`src/rtl/turbo_iter_ctrl_if.sv`:
```
// turbo_iter_ctrl_if
//   Bundles the symbol-input handshake, the SISO launch/result bus and the
//   decoded-bit output handshake of turbo_iter_ctrl.
//   slave  : decoder side (turbo_iter_ctrl)
//   master : environment side (symbol source, SISO engine, bit sink)
//   Signals:
//     in_valid_i/in_ready_o, in_sys_i/in_par1_i/in_par2_i  input symbols (signed LLRs)
//     siso_start_o/siso_done_i                            SISO launch / completion
//     siso_sys_o/siso_par_o/siso_apri_o, siso_app_i       SISO data, symbol 0 in MSBs
//     out_valid_o/out_ready_i, out_bit_o/out_last_o       decoded bits
//     iter_cnt_o, busy_o                                  status
interface turbo_iter_ctrl_if #(
  parameter int K        = 5,
  parameter int N_TAIL   = 2,
  parameter int LLR_W    = 4,
  parameter int EXT_W    = 10,
  parameter int MAX_ITER = 16
);
  localparam int N  = K + N_TAIL;
  localparam int CW = $clog2(MAX_ITER + 1);

  logic               in_valid_i;
  logic               in_ready_o;
  logic [LLR_W-1:0]   in_sys_i;
  logic [LLR_W-1:0]   in_par1_i;
  logic [LLR_W-1:0]   in_par2_i;
  logic               siso_start_o;
  logic               siso_done_i;
  logic [N*LLR_W-1:0] siso_sys_o;
  logic [N*LLR_W-1:0] siso_par_o;
  logic [N*EXT_W-1:0] siso_apri_o;
  logic [N*EXT_W-1:0] siso_app_i;
  logic               out_valid_o;
  logic               out_ready_i;
  logic               out_bit_o;
  logic               out_last_o;
  logic [CW-1:0]      iter_cnt_o;
  logic               busy_o;

  modport slave (
    input  in_valid_i, in_sys_i, in_par1_i, in_par2_i, siso_done_i, siso_app_i, out_ready_i,
    output in_ready_o, siso_start_o, siso_sys_o, siso_par_o, siso_apri_o,
           out_valid_o, out_bit_o, out_last_o, iter_cnt_o, busy_o
  );

  modport master (
    output in_valid_i, in_sys_i, in_par1_i, in_par2_i, siso_done_i, siso_app_i, out_ready_i,
    input  in_ready_o, siso_start_o, siso_sys_o, siso_par_o, siso_apri_o,
           out_valid_o, out_bit_o, out_last_o, iter_cnt_o, busy_o
  );
endinterface

```
`src/rtl/turbo_iter_ctrl.sv`:
```
// turbo_iter_ctrl
//   Iteration controller for a two-constituent turbo decoder that time-shares
//   one external SISO engine. Loads one block of N = K+N_TAIL symbols, runs
//   DEC1/DEC2 half-iterations exchanging saturated extrinsic LLRs through the
//   interleaver pi(j) = (P_INTLV*j) mod K, stops early when hard decisions
//   repeat (or at MAX_ITER), then streams the K decoded bits.
//   Ports:
//     clk_p_i    clock
//     reset_n_i  asynchronous active-low reset
//     bus        turbo_iter_ctrl_if.slave (symbol in, SISO bus, bit out, status)
//
//   state | meaning
//   IDLE  | waiting for symbol 0 of a block
//   LOAD  | receiving symbols 1..N-1
//   DEC1  | SISO running on natural order, parity 1
//   DEC2  | SISO running on interleaved order, parity 2
//   OUT   | streaming decoded bits 0..K-1
module turbo_iter_ctrl #(
  parameter int K        = 5,
  parameter int N_TAIL   = 2,
  parameter int LLR_W    = 4,
  parameter int EXT_W    = 10,
  parameter int MAX_ITER = 16,
  parameter int P_INTLV  = 3
) (
  input  logic              clk_p_i,
  input  logic              reset_n_i,
  turbo_iter_ctrl_if.slave  bus
);
  localparam int N  = K + N_TAIL;
  localparam int CW = $clog2(MAX_ITER + 1);
  localparam int SW = $clog2(N);
  localparam int KW = $clog2(K);
  localparam int XW = EXT_W + 2;
  localparam logic signed [XW-1:0] SAT_MAX = XW'((1 << (EXT_W - 1)) - 1);
  localparam logic signed [XW-1:0] SAT_MIN = XW'(-(1 << (EXT_W - 1)));

  typedef enum logic [2:0] {IDLE, LOAD, DEC1, DEC2, OUT} state_t;

  function automatic logic signed [XW-1:0] sx_e(input logic [EXT_W-1:0] v);
    sx_e = {{(XW-EXT_W){v[EXT_W-1]}}, v};
  endfunction

  function automatic logic signed [XW-1:0] sx_l(input logic [LLR_W-1:0] v);
    sx_l = {{(XW-LLR_W){v[LLR_W-1]}}, v};
  endfunction

  function automatic logic [EXT_W-1:0] sat(input logic signed [XW-1:0] v);
    if (v > SAT_MAX)      sat = SAT_MAX[EXT_W-1:0];
    else if (v < SAT_MIN) sat = SAT_MIN[EXT_W-1:0];
    else                  sat = v[EXT_W-1:0];
  endfunction

  function automatic int pi(input int j);
    pi = (P_INTLV * j) % K;
  endfunction

  state_t             r_state, w_state_nxt;
  logic [LLR_W-1:0]   r_sys  [N];
  logic [LLR_W-1:0]   r_par1 [N];
  logic [LLR_W-1:0]   r_par2 [N];
  logic [EXT_W-1:0]   r_ext1 [N];
  logic [EXT_W-1:0]   r_ext2 [N];
  logic [SW-1:0]      r_sym_idx;
  logic [KW-1:0]      r_out_idx;
  logic [CW-1:0]      r_iter;
  logic [K-1:0]       r_bits;
  logic               r_start;

  logic [LLR_W-1:0]      w_sys      [N];
  logic [LLR_W-1:0]      w_par      [N];
  logic [EXT_W-1:0]      w_apri     [N];
  logic [EXT_W-1:0]      w_app      [N];
  logic signed [XW-1:0]  w_diff     [N];
  logic [EXT_W-1:0]      w_ext_new  [N];
  logic [EXT_W-1:0]      w_ext2_upd [N];
  logic signed [XW-1:0]  w_soft     [K];
  logic [K-1:0]          w_dec;
  logic [CW-1:0]         w_iter_inc;
  logic                  w_acc, w_done, w_xfer, w_last, w_stop;

  assign w_acc      = bus.in_valid_i && bus.in_ready_o;
  // a done coinciding with the launch pulse belongs to no live SISO run
  assign w_done     = bus.siso_done_i && !r_start && (r_state == DEC1 || r_state == DEC2);
  assign w_xfer     = (r_state == OUT) && bus.out_ready_i;
  assign w_last     = (r_out_idx == KW'(K - 1));
  assign w_iter_inc = r_iter + CW'(1);
  assign w_stop     = (w_iter_inc == CW'(MAX_ITER)) ||
                      ((w_iter_inc >= CW'(2)) && (w_dec == r_bits));

  // SISO view of the block; DEC2 reads systematic and ext1 through pi()
  always_comb begin
    bus.siso_sys_o  = '0;
    bus.siso_par_o  = '0;
    bus.siso_apri_o = '0;
    for (int p = 0; p < N; p++) begin
      w_app[p] = bus.siso_app_i[(N-1-p)*EXT_W +: EXT_W];
      if (p < K) begin
        if (r_state == DEC2) begin
          w_sys[p]  = r_sys[pi(p)];
          w_par[p]  = r_par2[p];
          w_apri[p] = r_ext1[pi(p)];
        end else begin
          w_sys[p]  = r_sys[p];
          w_par[p]  = r_par1[p];
          w_apri[p] = r_ext2[p];
        end
        w_diff[p] = sx_e(w_app[p]) - sx_e(w_apri[p]) - (sx_l(w_sys[p]) <<< 1);
      end else begin
        w_sys[p]  = r_sys[p];
        w_par[p]  = (r_state == DEC2) ? r_par2[p] : r_par1[p];
        w_apri[p] = '0;
        w_diff[p] = sx_e(w_app[p]);
      end
      w_ext_new[p] = sat(w_diff[p]);
      bus.siso_sys_o [(N-1-p)*LLR_W +: LLR_W] = w_sys[p];
      bus.siso_par_o [(N-1-p)*LLR_W +: LLR_W] = w_par[p];
      bus.siso_apri_o[(N-1-p)*EXT_W +: EXT_W] = w_apri[p];
    end
  end

  // ext2 as it will be after this DEC2, used for the decision in the same cycle
  always_comb begin
    w_ext2_upd = r_ext2;
    for (int j = 0; j < K; j++) w_ext2_upd[pi(j)] = w_ext_new[j];
    for (int i = 0; i < K; i++) begin
      w_soft[i] = (sx_l(r_sys[i]) <<< 1) + sx_e(r_ext1[i]) + sx_e(w_ext2_upd[i]);
      w_dec[i]  = w_soft[i][XW-1];
    end
  end

  always_ff @(posedge clk_p_i or negedge reset_n_i) begin
    if (!reset_n_i) r_state <= IDLE;
    else            r_state <= w_state_nxt;
  end

  always_comb begin
    w_state_nxt     = r_state;
    bus.in_ready_o  = (r_state == IDLE) || (r_state == LOAD);
    bus.busy_o      = (r_state != IDLE);
    bus.out_valid_o = (r_state == OUT);
    bus.out_bit_o   = 1'b0;
    bus.out_last_o  = 1'b0;
    if (r_state == OUT) begin
      bus.out_bit_o  = r_bits[r_out_idx];
      bus.out_last_o = w_last;
    end
    unique case (r_state)
      IDLE:    if (w_acc) w_state_nxt = LOAD;
      LOAD:    if (w_acc && r_sym_idx == SW'(N - 1)) w_state_nxt = DEC1;
      DEC1:    if (w_done) w_state_nxt = DEC2;
      DEC2:    if (w_done) w_state_nxt = w_stop ? OUT : DEC1;
      OUT:     if (w_xfer && w_last) w_state_nxt = IDLE;
      default: w_state_nxt = IDLE;
    endcase
  end

  assign bus.siso_start_o = r_start;
  assign bus.iter_cnt_o   = r_iter;

  always_ff @(posedge clk_p_i or negedge reset_n_i) begin
    if (!reset_n_i) begin
      for (int p = 0; p < N; p++) begin
        r_sys[p]  <= '0;
        r_par1[p] <= '0;
        r_par2[p] <= '0;
        r_ext1[p] <= '0;
        r_ext2[p] <= '0;
      end
      r_sym_idx <= '0;
      r_out_idx <= '0;
      r_iter    <= '0;
      r_bits    <= '0;
      r_start   <= 1'b0;
    end else begin
      r_start <= (w_state_nxt != r_state) && (w_state_nxt == DEC1 || w_state_nxt == DEC2);
      unique case (r_state)
        IDLE: if (w_acc) begin
          r_sys[0]  <= bus.in_sys_i;
          r_par1[0] <= bus.in_par1_i;
          r_par2[0] <= bus.in_par2_i;
          r_sym_idx <= SW'(1);
          r_iter    <= '0;
          for (int p = 0; p < N; p++) begin
            r_ext1[p] <= '0;
            r_ext2[p] <= '0;
          end
        end
        LOAD: if (w_acc) begin
          r_sys[r_sym_idx]  <= bus.in_sys_i;
          r_par1[r_sym_idx] <= bus.in_par1_i;
          r_par2[r_sym_idx] <= bus.in_par2_i;
          r_sym_idx         <= r_sym_idx + SW'(1);
        end
        DEC1: if (w_done) begin
          for (int p = 0; p < N; p++) r_ext1[p] <= w_ext_new[p];
        end
        DEC2: if (w_done) begin
          r_ext2    <= w_ext2_upd;
          r_iter    <= w_iter_inc;
          r_bits    <= w_dec;
          r_out_idx <= '0;
        end
        OUT: if (w_xfer) r_out_idx <= w_last ? '0 : r_out_idx + KW'(1);
        default: ;
      endcase
    end
  end
endmodule

```
`src/flat_wrapper.sv`:
```
// flat-port wrapper written by rule: the top's interface ports become plain ports
module turbo_iter_ctrl_flat 
#(
  parameter int K        = 5,
  parameter int N_TAIL   = 2,
  parameter int LLR_W    = 4,
  parameter int EXT_W    = 10,
  parameter int MAX_ITER = 16,
  parameter int P_INTLV  = 3
)
  (clk_p_i, reset_n_i, bus_in_valid_i, bus_in_sys_i, bus_in_par1_i, bus_in_par2_i, bus_siso_done_i, bus_siso_app_i, bus_out_ready_i, bus_in_ready_o, bus_siso_start_o, bus_siso_sys_o, bus_siso_par_o, bus_siso_apri_o, bus_out_valid_o, bus_out_bit_o, bus_out_last_o, bus_iter_cnt_o, bus_busy_o);
  turbo_iter_ctrl_if #(.K(K), .N_TAIL(N_TAIL), .LLR_W(LLR_W), .EXT_W(EXT_W), .MAX_ITER(MAX_ITER)) bus_i ();
  input  logic clk_p_i;
  input  logic reset_n_i;
  input wire logic [$bits(bus_i.in_valid_i)-1:0] bus_in_valid_i;
  input wire logic [$bits(bus_i.in_sys_i)-1:0] bus_in_sys_i;
  input wire logic [$bits(bus_i.in_par1_i)-1:0] bus_in_par1_i;
  input wire logic [$bits(bus_i.in_par2_i)-1:0] bus_in_par2_i;
  input wire logic [$bits(bus_i.siso_done_i)-1:0] bus_siso_done_i;
  input wire logic [$bits(bus_i.siso_app_i)-1:0] bus_siso_app_i;
  input wire logic [$bits(bus_i.out_ready_i)-1:0] bus_out_ready_i;
  output wire logic [$bits(bus_i.in_ready_o)-1:0] bus_in_ready_o;
  output wire logic [$bits(bus_i.siso_start_o)-1:0] bus_siso_start_o;
  output wire logic [$bits(bus_i.siso_sys_o)-1:0] bus_siso_sys_o;
  output wire logic [$bits(bus_i.siso_par_o)-1:0] bus_siso_par_o;
  output wire logic [$bits(bus_i.siso_apri_o)-1:0] bus_siso_apri_o;
  output wire logic [$bits(bus_i.out_valid_o)-1:0] bus_out_valid_o;
  output wire logic [$bits(bus_i.out_bit_o)-1:0] bus_out_bit_o;
  output wire logic [$bits(bus_i.out_last_o)-1:0] bus_out_last_o;
  output wire logic [$bits(bus_i.iter_cnt_o)-1:0] bus_iter_cnt_o;
  output wire logic [$bits(bus_i.busy_o)-1:0] bus_busy_o;
  assign bus_i.in_valid_i = bus_in_valid_i;
  assign bus_i.in_sys_i = bus_in_sys_i;
  assign bus_i.in_par1_i = bus_in_par1_i;
  assign bus_i.in_par2_i = bus_in_par2_i;
  assign bus_i.siso_done_i = bus_siso_done_i;
  assign bus_i.siso_app_i = bus_siso_app_i;
  assign bus_i.out_ready_i = bus_out_ready_i;
  assign bus_in_ready_o = bus_i.in_ready_o;
  assign bus_siso_start_o = bus_i.siso_start_o;
  assign bus_siso_sys_o = bus_i.siso_sys_o;
  assign bus_siso_par_o = bus_i.siso_par_o;
  assign bus_siso_apri_o = bus_i.siso_apri_o;
  assign bus_out_valid_o = bus_i.out_valid_o;
  assign bus_out_bit_o = bus_i.out_bit_o;
  assign bus_out_last_o = bus_i.out_last_o;
  assign bus_iter_cnt_o = bus_i.iter_cnt_o;
  assign bus_busy_o = bus_i.busy_o;
  turbo_iter_ctrl #(.K(K), .N_TAIL(N_TAIL), .LLR_W(LLR_W), .EXT_W(EXT_W), .MAX_ITER(MAX_ITER), .P_INTLV(P_INTLV)) u_core (.clk_p_i(clk_p_i), .reset_n_i(reset_n_i), .bus(bus_i));
endmodule
```
`config.mk`:
```
export PLATFORM = sky130hd
export DESIGN_NAME = turbo_iter_ctrl_flat
export DESIGN_NICKNAME = d
export VERILOG_FILES = /design/src/rtl/turbo_iter_ctrl_if.sv /design/src/rtl/turbo_iter_ctrl.sv /design/src/flat_wrapper.sv
export SDC_FILE = /design/constraint.sdc
export NUM_CORES = 1
export LEC_CHECK = 0
export CAP_MARGIN = 40
export CORE_ASPECT_RATIO = 1.25
export CORE_MARGIN = 2
export CORE_UTILIZATION = 38
export DETAILED_ROUTE_END_ITERATION = 7
export HOLD_SLACK_MARGIN = 0.05
export PLACE_DENSITY = 0.68
export SLEW_MARGIN = 25
export SYNTH_ARGS = -nofsm -noshare
export SYNTH_HDL_FRONTEND = slang
export SYNTH_SLANG_ARGS = --single-unit
```
`constraint.sdc`:
```
create_clock -name clk_p_i -period 8.7 [get_ports clk_p_i]
set_clock_uncertainty 0.1 [all_clocks]
set_input_delay 1.74 -clock clk_p_i [delete_from_list [all_inputs] [get_ports clk_p_i]]
set_output_delay 1.74 -clock clk_p_i [all_outputs]
set_load 0.01 [all_outputs]
```
# Yosys cells after proc, flatten, opt, wreduce, memory -nomap -nowiden
# Index checks and enable logic that the tools add are counted.
[word_totals]
input_bits = 87
ff_bits = 204
[classes]
add_sub_neg = 23
n_bitwise = 1
mux = 70
n_lt_le_gt_ge = 18
n_eq_ne = 16
n_reduce_logical = 26
[ops]
columns = ["cell", "n"]
rows = [
  ["70-bit case mux with 2 select lines", 2],
  ["70-bit 2-to-1 mux", 3],
  ["10-bit 2-to-1 mux", 19],
  ["28-bit bitwise mux", 3],
  ["28-bit 2-to-1 mux", 3],
  ["11-bit by 10-bit adder with 12-bit output", 5],
  ["12-bit by 10-bit greater-than comparator with 1-bit output, second input constant", 5],
  ["12-bit by 10-bit < comparator with 1-bit output, second input constant", 5],
  ["4-bit 2-to-1 mux", 15],
  ["11-bit by 5-bit subtractor with 12-bit output", 5],
  ["5-bit by 10-bit adder with 11-bit output", 5],
  ["10-bit by 10-bit subtractor with 11-bit output", 5],
  ["3-bit 2-to-1 mux", 11],
  ["4-bit case mux with 2 select lines", 3],
  ["10-bit greater-than comparator, second input constant", 2],
  ["10-bit < comparator, second input constant", 2],
  ["3-bit case mux with 5 select lines", 1],
  ["4-bit demux with 3-bit select", 1],
  ["3-bit by 2-bit == test with 1-bit output, second input constant", 4],
  ["3-bit case mux with 2 select lines", 2],
  ["3-bit AND reduction", 4],
  ["5-bit 2-to-1 mux", 2],
  ["2-bit by 1-bit inequality test with 1-bit output, second input constant", 5],
  ["5-bit case mux with 2 select lines", 1],
  ["other kinds (21)", 41],
]

# Longest topological paths before layout
[depth]
ltp_word = 17
ltp_mapped = 32
depth_no_buf = 30

# Worst setup path before layout
# No wires, ideal clock.
[synth_timing]
path_kind = "reg-to-reg"
startpoint = "register u_core.r_state[1]"
endpoint = "register u_core.r_start, in the netlist u_core.bus.siso_start_o"
arrival_time_ns = 7.523
path_stages_with_launch = 30
setup_time_ns = 0.142
slack_ns = 0.935
synth_period_minus_slack_ns = 7.765
path_buffers = 2
t_required_ns = 8.458
path_cell_list = "dfrtp_1 nor2b_1 nand2_1 clkbuf_1 clkbuf_1 mux2i_1 fa_1 ha_1 o21a_1 o21ai_0 a21oi_2 o21ai_0 nand2_1 o311ai_2 a21o_1 inv_1 fa_1 inv_1 ha_1 a21o_1 a21o_1 a21o_1 a2111oi_0 or3_1 o22ai_1 xor2_1 mux2i_1 or3_4 o31ai_2 a31oi_1"
[synth_via]
elab_chain_len = 17
[synth_lines]
columns = ["item", "line_no", "source"]
rows = [
  ["start, declared", "turbo_iter_ctrl.sv:58", "state_t r_state, w_state_nxt;"],
  ["start signal, assigned", "turbo_iter_ctrl.sv:134", "else r_state <= w_state_nxt;"],
  ["3-bit by 2-bit == test with 1-bit output", "turbo_iter_ctrl.sv:84, turbo_iter_ctrl.sv:99, turbo_iter_ctrl.sv:148", ""],
  ["10-bit 2-to-1 mux", "turbo_iter_ctrl.sv:99", "if (r_state == DEC2) begin"],
  ["10-bit by 10-bit subtractor with 11-bit output", "turbo_iter_ctrl.sv:108", "w_diff[p] = sx_e(w_app[p]) - sx_e(w_apri[p]) - (sx_l(w_sys[p]) <<< 1);"],
  ["11-bit by 5-bit subtractor with 12-bit output", "turbo_iter_ctrl.sv:108", ""],
  ["12-bit by 10-bit < comparator with 1-bit output", "turbo_iter_ctrl.sv:50", "else if (v < SAT_MIN) sat = SAT_MIN[EXT_W-1:0];"],
  ["10-bit 2-to-1 mux", "turbo_iter_ctrl.sv:50", ""],
  ["10-bit 2-to-1 mux", "turbo_iter_ctrl.sv:49", "if (v > SAT_MAX) sat = SAT_MAX[EXT_W-1:0];"],
  ["11-bit by 10-bit adder with 12-bit output", "turbo_iter_ctrl.sv:127", "w_soft[i] = (sx_l(r_sys[i]) <<< 1) + sx_e(r_ext1[i]) + sx_e(w_ext2_upd[i]);"],
  ["5-bit == test", "turbo_iter_ctrl.sv:89", "((w_iter_inc >= CW'(2)) && (w_dec == r_bits));"],
  ["1-bit logical AND", "turbo_iter_ctrl.sv:89", ""],
  ["1-bit logical OR", "turbo_iter_ctrl.sv:88", "assign w_stop = (w_iter_inc == CW'(MAX_ITER)) ||"],
  ["3-bit 2-to-1 mux (2 in a row)", "turbo_iter_ctrl.sv:152", "DEC2: if (w_done) w_state_nxt = w_stop ? OUT : DEC1;"],
  ["3-bit case mux with 5 select lines", "turbo_iter_ctrl.sv:148", "unique case (r_state)"],
  ["3-bit by 2-bit == test with 1-bit output", "turbo_iter_ctrl.sv:176", "r_start <= (w_state_nxt != r_state) && (w_state_nxt == DEC1 || w_state_nxt == DEC2);"],
  ["1-bit logical OR", "turbo_iter_ctrl.sv:176", ""],
  ["1-bit logical AND *", "turbo_iter_ctrl.sv:176", ""],
  ["end signal, assigned", "turbo_iter_ctrl.sv:176", ""],
  ["end, declared", "turbo_iter_ctrl.sv:68", "logic r_start;"],
]
# Mark *: on every way between the ends. The rest lies on a longest branch, timed or not.
# A chain may end at the register's enable or synchronous reset.

# Final worst setup path
# Same ends and word-level chain as after synthesis.

==> impl_metrics.yaml <==
min_path:
  min_path_type: "reg2reg"
  min_delay_path_depth: 2
  hold_path_startpoint: "u_core.r_par2[26]"
floorplan:
  rows: 83
  die_h_um: 231
  ioPinCount: 224
  start_util_pct: 38.4
  core-area_mm2: 0.0409
  die_w_um: 186
  dieArea_mm2: 0.0430
yosys:
  seq_area_frac_synth_pct: 32.5
  synth_cell_types: 78
  async_flop_share_pct: 100
  synth_top_area_share_pct: 32.5
  syn-instance-count: 1652
  yosys_warnings: 0
  ys_seq_elements: 204
  synth-edff-count: 0
  ys.flop_type: "dfrtp_1"
  synth_area_leaders: "dfrtp_1 32%, fa_1 11%, ha_1 8.8%"
  synth.avg_cell_area_um2: 9.51
  synth_area_mm2: 0.0157
  yosysMostFrequentCell: "inv_1"
  synth_top_area_cell: "dfrtp_1"
  synth_commonest_cells: "233 x inv_1, 204 x dfrtp_1, 177 x nand2_1, 162 x o21ai_0, 111 x ha_1"
worst_setup_path:
  rr_startpoint: "u_core.r_state[1]"
  cp-startpoint: "u_core.r_state[1]"
  cp-end-kind: "flip-flop"
  reg2regPathDepth: 29
  r2r_end: "u_core.bus.siso_start_o"
  crit_type: "reg2reg"
  endpoint: "u_core.bus.siso_start_o"
  crit_family: "compound AO/OA/AOI/OAI gates"
  cp-start-kind: "flip-flop"
  worst_path_largest_cell_delay_ns: 0.54
  critPathMaxFanout: 40
  cpMostUsedCell: "a21oi_1"
  r2r_slack_ns: 0.65
  arrival_ns: 8.34
  critical_path_required_ns: 8.99
  path_buf_inv: 4
  slowest_stage: "o31ai_1"
  worst-path-stages: 29
clocking:
  postCtsSetupBuffers: 0
  cts.sinks: 204
  cts-resized-gates: 0
  clock_path_buffers: 3
  clk_latency_ns: 0.53
  cts_max_level: 1
  cts_tree: "yes"
  holdBufCountCts: 0
  root_buffer: "clkbuf_16"
  cts_buffers: 23
  clkSlewWorstSetupHoldPaths_ns: 0.06
placement:
  routabilityCongestion: 0.888
  dpl.hpwl_mm: 33.6
  placed_cell_area_mm2: 0.0181
  dpl.cell_count: 2346
  numPortBuffers: 183
global_routing:
  antenna_found_initial: 1
  grt_overflow_total: 0
  grt_pass1_vias: 12600
  grt_start_max_net_pins: 88
  track_usage_pct: 20.3
  grt_pass1_wl_mm: 68.6
final_layout:
  area_delta_synth_final_pct: 20.6
  seq_area_mm2: 0.00510
  fin_area_mm2: 0.0189
  fillers: 3854
  finish.utilization_pct: 46.3
  nets: 2109
  stdcell_count: 2389
  multiInputGateArea_mm2: 0.00940
  drive_gt1_share_pct: 11.1
drt:
  drt_iter0_drc: 618
  routedWlPerCell_um: 18.3
  dr.pass1.iters: 5
  ant_nets: 0
  vias_per_cell: 5.21
  drt_drc_violations_left: 0
  wl_mm: 43.6
  vias: 12400
timing:
  fin_tns_setup_ns: 0
  grt_setup_unrepaired: "false"
  finalSetupViolations: 0
  slew_violations: 0
  fin_crit_sh_pct: 92.5
  min_period_ns: 8.05
  fmax_ghz: 0.124
  hold_viol: 0
  maxSlewHeadroom_pct: 49.1
  tightest_slew_ns: 0.761
outcome:
  status: "finished, final reports clean"
flow_run:
  drv_cap: 0
[per-stage QoR]
stage	setup slack (ns)	hold slack, ns
global route	0.0310	0.401
detailed placement	0.681	0.364
global placement	0.746	0.360
CTS	0.722	0.379
floorplan	0.935	0.344
finish	0.651	0.375
[layer usage]
metal	part of all wire [%]	vias to the layer above	GRT usage (%)
met1	43	6114	27.0
met2	48	346	33.9
met3	5.2	69	3.03
li1	-	5917	-
met5	0	-	0
met4	3.3	0	6.84
[cell families (layout without fill, tap and decap cells)]
group	Yosys count	after routing	synth area share, %
AOI/OAI and AO/OA	389	389	15.7
xor gates and xnor gates	39	39	2.17
adders and majority gates	201	201	20.3
buffers and inverters	317	482	8.35
DFF	204	204	32.5
muxes	155	155	10.7
other	1	21	0.0239
and+or+nand+nor	346	346	10.2
[worst min-delay path, delay by kind of cell (launching register included)]
| family | cells | cell delay, ns |
|---|---|---|
| flip-flops | 1 | 0.34 |
| AO/OA/AOI/OAI | 1 | 0.06 |
| AND/OR/NAND/NOR | 1 | 0.05 |
[registers in the layout, indices dropped and copies added (netlist names)]
register / count
u_core.r_par2: 28
u_core.r_par1: 28
u_core.r_out_idx: 3
u_core.r_sym_idx: 3
u_core.r_ext2: 50
u_core.bus.iter_cnt_o: 5
u_core.bus.siso_sys_o: 12
u_core.r_sys: 16
u_core.r_state: 3
u_core.bus.siso_start_o: 1
u_core.r_bits: 5
u_core.r_ext1: 50
[worst min path at each step]
stage | to | slack (ns)
2_1_floorplan | u_core.r_ext2[20] | 0.34
4_1_cts | u_core.r_par1[25] | 0.38
3_3_place_gp | u_core.r_par1[24] | 0.36
6_report | u_core.r_par2[26] | 0.37
5_1_grt | u_core.r_par1[25] | 0.40
3_5_place_dp | u_core.r_par1[25] | 0.36
[layout make-up]
class / count / area share (%)
tap: 552 / 3.65
timing repair buffer: 209 / 10.8
inverter: 233 / 4.62
clock buffer: 31 / 3.51
clock inverter: 9 / 0.878
multi-input combinational: 1150 / 49.6
sequential: 204 / 26.9
antenna: 1 / 0.0132
[placed cells by master (no fill, tap or decap), drive strengths merged, types with 7 or more instances in the layout]
master / count
xnor2: 29
nand3: 22
o21ai: 165
clkdlybuf4s50: 182
o21a: 9
and3: 15
mux2i: 55
a21oi: 74
a21o: 38
a22o: 17
nor2b: 11
clkbuf: 33
and2: 7
nand4: 15
a211oi: 9
a31oi: 11
mux2: 99
nand2: 177
nor3: 13
conb: 20
xor2: 10
inv: 235
fa: 90
nor2: 42
buf: 25
nand2b: 14
ha: 111
dfrtp: 204
o31ai: 7
Power is left out: the tool's default activity adds up to more than one toggle a clock period on the data nets, which glitch-free logic cannot reach.
